## src/rtl/ram_lsu.sv

```systemverilog
// rtl/ram_lsu.sv - load/store front-end for the single-port 1k x 32 ram
// Sub-word stores are read-modify-write; loads are extended to 32 bits.
module ram_lsu #(
  parameter int DEPTH = 1024,
  parameter int AW    = $clog2(DEPTH)
) (
  input  logic          clk,
  input  logic          rst_n,
  input  logic          req_valid,
  output logic          req_ready,
  input  logic          req_write,
  input  logic [31:0]   req_addr,
  input  logic [1:0]    req_size,
  input  logic          req_unsigned,
  input  logic [31:0]   req_wdata,
  output logic          rsp_valid,
  output logic          rsp_error,
  output logic [31:0]   rsp_rdata,
  output logic          ram_we,
  output logic [AW-1:0] ram_addr,
  output logic [31:0]   ram_wdata,
  input  logic [31:0]   ram_rdata
);

  typedef enum logic [2:0] {IDLE, RD, RDATA, MERGE, WR, ERR} state_t;

  localparam logic [1:0] SZ_BYTE = 2'b00;
  localparam logic [1:0] SZ_HALF = 2'b01;
  localparam logic [1:0] SZ_WORD = 2'b10;

  state_t      state, state_n;
  logic [1:0]  lane_q;
  logic [1:0]  size_q;
  logic        write_q;
  logic        uns_q;
  logic [31:0] wdata_q;

  logic        accept;
  logic        misaligned;
  logic [7:0]  ld_byte;
  logic [15:0] ld_half;
  logic [31:0] ld_ext;
  logic [31:0] merged;
  logic        unused_addr_hi;

  // Address bits above the word index are dropped so the address wraps.
  assign unused_addr_hi = ^req_addr[31:AW+2];

  assign accept     = req_valid && (state == IDLE);
  assign misaligned = (req_size == 2'b11) ||
                      ((req_size == SZ_HALF) && req_addr[0]) ||
                      ((req_size == SZ_WORD) && (req_addr[1:0] != 2'b00));

  always_comb begin
    ld_byte = ram_rdata[{lane_q, 3'b000} +: 8];
    ld_half = ram_rdata[{lane_q[1], 4'b0000} +: 16];
    case (size_q)
      SZ_BYTE: ld_ext = uns_q ? {24'd0, ld_byte} : {{24{ld_byte[7]}}, ld_byte};
      SZ_HALF: ld_ext = uns_q ? {16'd0, ld_half} : {{16{ld_half[15]}}, ld_half};
      default: ld_ext = ram_rdata;
    endcase
  end

  always_comb begin
    merged = ram_rdata;
    if (size_q == SZ_BYTE)
      merged[{lane_q, 3'b000} +: 8] = wdata_q[7:0];
    else
      merged[{lane_q[1], 4'b0000} +: 16] = wdata_q[15:0];
  end

  always_ff @(posedge clk or negedge rst_n) begin
    if (!rst_n) begin
      state     <= IDLE;
      ram_addr  <= '0;
      ram_wdata <= '0;
      lane_q    <= '0;
      size_q    <= '0;
      write_q   <= 1'b0;
      uns_q     <= 1'b0;
      wdata_q   <= '0;
    end else begin
      state <= state_n;
      if (accept) begin
        lane_q   <= req_addr[1:0];
        size_q   <= req_size;
        write_q  <= req_write;
        uns_q    <= req_unsigned;
        wdata_q  <= req_wdata;
        ram_addr <= req_addr[AW+1:2];
        if (req_write && req_size == SZ_WORD && !misaligned)
          ram_wdata <= req_wdata;
      end
      // ram_rdata of the RD access is valid during MERGE; capture the merged word for WR.
      if (state == MERGE)
        ram_wdata <= merged;
    end
  end

  always_comb begin
    state_n   = state;
    req_ready = 1'b0;
    ram_we    = 1'b0;
    rsp_valid = 1'b0;
    rsp_error = 1'b0;
    rsp_rdata = '0;
    case (state)
      IDLE: begin
        req_ready = 1'b1;
        if (req_valid) begin
          if (misaligned)
            state_n = ERR;
          else if (req_write && req_size == SZ_WORD)
            state_n = WR;
          else
            state_n = RD;
        end
      end
      RD:    state_n = write_q ? MERGE : RDATA;
      RDATA: begin
        rsp_valid = 1'b1;
        rsp_rdata = ld_ext;
        state_n   = IDLE;
      end
      MERGE: state_n = WR;
      WR: begin
        ram_we    = 1'b1;
        rsp_valid = 1'b1;
        state_n   = IDLE;
      end
      ERR: begin
        rsp_valid = 1'b1;
        rsp_error = 1'b1;
        state_n   = IDLE;
      end
      default: state_n = IDLE;
    endcase
  end

endmodule

```

## config.mk

```make
export PLATFORM = sky130hd
export DESIGN_NAME = ram_lsu
export DESIGN_NICKNAME = d
export VERILOG_FILES = /design/src/rtl/ram_lsu.sv
export SDC_FILE = /design/constraint.sdc
export NUM_CORES = 1
export LEC_CHECK = 0
export CAP_MARGIN = 20
export CORE_MARGIN = 2
export CORE_UTILIZATION = 48
export CTS_BUF_LIST = sky130_fd_sc_hd__clkbuf_4
export DETAILED_ROUTE_END_ITERATION = 12
export DONT_BUFFER_PORTS = 1
export PLACE_DENSITY = 0.62
export SETUP_SLACK_MARGIN = 0.5
export SLEW_MARGIN = 5
export SYNTH_ARGS = -nofsm -noshare
export SYNTH_HDL_FRONTEND = slang
export SYNTH_SLANG_ARGS = --single-unit
```

## constraint.sdc

```tcl
create_clock -name clk -period 3.5 [get_ports clk]
set_input_delay 0.35 -clock clk [delete_from_list [all_inputs] [get_ports clk]]
set_output_delay 0.35 -clock clk [all_outputs]
set_load 0.03 [all_outputs]
```

==> flow_summary.json <==
{
  "outcome": "finished, final reports clean",
  "start_kind": "flip-flop",
  "ys_seq_elements": 67,
  "whs_path_depth": 2,
  "cts_root_buffer": "clkbuf_4",
  "clk_path_buf_depth": 2,
  "netlist_instances": 469,
  "min_path_type": "in2reg",
  "stdcell_count": 585,
  "worst_pin_slew_ns": 0.944,
  "synth_enable_flop_cells": 0,
  "initial_core_util": 0.490,
  "power.share.switching": 0.525,
  "async_reset_ff_frac": 1.00,
  "synth-main-ff-cell": "dfrtp_1",
  "hp-start": "req_size[1]",
  "antennaDiodeCount": 0,
  "port_buffers": 0,
  "area_delta_synth_final_pct": 7.60,
  "grt_pass1_vias": 3790,
  "crit_path_end_kind": "flip-flop",
  "design.die.area_um2": 10100,
  "rsz0062_at_grt": "false",
  "clock_latency_ns": 0.42,
  "cts_inserted_buffers": 9,
  "viasPerCell": 6.61,
  "grt_usage": 0.278,
  "nets": 577,
  "drc": 0,
  "drt_iter0_markers": 263,
  "min_to": "size_q[1]",
  "grt_start_max_net_pins": 68,
  "ir_worst_vdd_mv": 0.452,
  "comb_power_share": 0.471,
  "path_class": "reg2reg",
  "detail_route.first_pass.iterations": 7,
  "dieWidth_um": 100,
  "finalWirelength_um": 13900,
  "core_um2": 9110,
  "maxCapViolCount": 0,
  "final_max_slew_viol_count": 0,
  "startpoint": "lane_q[1]",
  "ant_nets": 0,
  "period_needed_ns": 2.85,
  "yosysSeqAreaShare": 0.376,
  "rr_worst_depth": 6,
  "critPathSlowestCell": "nor3b_2",
  "r2r-start": "lane_q[1]",
  "avgSynthCellArea_um2": 9.51,
  "utilization": 0.527,
  "arrival_ns": 3.19,
  "powerDensity_nw_per_um2": 1030,
  "min_period_over_period": 0.815,
  "vias": 3867,
  "power.leakage_uw": 0.00200,
  "cp_max_fo": 11,
  "std_cell_rows": 35,
  "clk_pin_slew_ns": 0.11,
  "cp_slowest_stage_delay_ns": 0.57,
  "overflow": 0,
  "max_freq_mhz": 350,
  "dp_hpwl_um": 10200,
  "synthesis.area_um2": 4460,
  "cp_cell_sequence": "clkinv_1, ha_1, nor3b_2, and3_1, a221oi_1, o211ai_1",
  "r2r_end": "ram_wdata[23]",
  "synth_warnings": 0,
  "synth_top_cell_by_area": "dfrtp_1",
  "grt_pass1_wl_um": 21400,
  "sequentialPowerShare": 0.425,
  "synth_most_common_cell": "dfrtp_1",
  "synth.distinct_cells": 53,
  "antenna_found_initial": 0,
  "cts_tree": "yes",
  "ios": 181,
  "timing.final.setup_violations": 0,
  "whs_ns": 0.0591,
  "h-tree-depth": 3,
  "hold_viol": 0,
  "slew_headroom": 0.369,
  "place_inst": 567,
  "cts.sinks": 67,
  "power_frac_clock": 0.104,
  "yosys-top-cells-count": "67 x dfrtp_1, 56 x nand2_1, 46 x mux2_2, 26 x nor3_1, 21 x a221oi_1",
  "internal-power_uw": 2350,
  "synth_top_area_frac": 0.376,
  "skew_ns": 0.0103,
  "die_y_um": 100,
  "drive_gt1_frac": 0.247,
  "power.switching_uw": 2600,
  "fin_setup_tns_ns": 0,
  "post_drt_wl_per_cell_um": 23.7,
  "r2r_setup_slack_ns": 0.65,
  "required_ns": 3.83,
  "p_total_uw": 4950,
  "gp_congestion": 0.990,
  "synth_nets": 577,
  "synth_area_leaders": "dfrtp_1 38%, mux2_2 12%, nand2_1 4.7%, a221oi_1 4.1%, mux2i_1 3.6%"
}
[through the flow]
step	setup slack [ns]	instance area, µm²
after floorplan	0.983	4460
after global placement	0.753	4620
after detailed placement	0.706	4620
after CTS	0.501	4800
after global routing	0.527	4800
final	0.646	4800
[power groups by stage]
stage          Clock (µW)  Sequential [µW]  Combinational (µW)
2_1_floorplan           0             1850                1990
4_1_cts               537             2100                2330
6_report              516             2100                2330
5_1_grt               561             2160                2550
3_3_place_gp            0             2100                2260
3_5_place_dp            0             2110                2290
[flip-flops by register name, indices dropped and copies added, names as in the netlist]
signal and flops:
size_q 2, ram_addr 10, wdata_q 16, write_q 1
lane_q 2, ram_wdata 32, uns_q 1, state 3
[area by class of cell]
cell class	instances	area, µm²
Multi-Input combinational cell	353	2560
Inverter	8	30.0
Clock buffer	9	67.6
Sequential cell	67	1680
Tap cell	111	139
Clock inverter	7	67.6
Timing Repair Buffer	30	260
Fill cell	850	4310
[routing by layer]
| layer | global-route usage | routed length [µm] |
|---|---|---|
| met1 | 0.370 | 5740 |
| met2 | 0.425 | 6310 |
| met3 | 0.108 | 1590 |
| met4 | 0.0727 | 242 |
| met5 | 0 | 0 |
[repair_timing]
action                                  in CTS  in global routing
endpoints found under the setup margin      16                 32
hold endpoints to repair                    67                  0
hold buffers                                 2                  0
pin swaps                                    0                  0
cloned                                       0                  0
setup buffers                                0                  0
resized for setup                            1                  2
[cell families after synthesis]
group	synth area share
AND/OR/NAND/NOR	0.188
AO/OA/AOI/OAI	0.210
buffers and inverters	0.0552
multiplexers	0.157
adder cells (fa/ha/maj)	0.0140
flip-flops	0.376
[worst max path at each step]
stage                                to  slack, ns
after floorplan           ram_wdata[16]       0.98
after global placement    ram_wdata[23]       0.75
after detailed placement  ram_wdata[23]       0.71
after CTS                 rsp_rdata[30]       0.50
after global routing      ram_wdata[22]       0.53
final                     ram_wdata[23]       0.65
[critical path, delay by kind of cell, from the launching register on]
family / cells / cell delay [ns]
compound gates: 2 / 0.34
simple gates: 2 / 1.00
buf+inv: 1 / 0.42
fa+ha+maj: 1 / 0.46
flops: 1 / 0.55
[cells in the final DEF (no fill, tap or decap), types with 8 or more instances in the layout]
cell,count
mux2_2,46
o21ai_0,20
nor3_1,26
nand4_1,9
nand2_1,56
nor2_1,19
o311a_1,8
clkbuf_4,9
nand2b_1,8
o211ai_1,18
a221oi_1,21
a22o_1,8
mux2i_1,16
nand3_1,18
nor2b_1,9
dfrtp_1,66
a21oi_1,19
buf_4,27
Note: power is estimated with default switching activity, not from simulation.
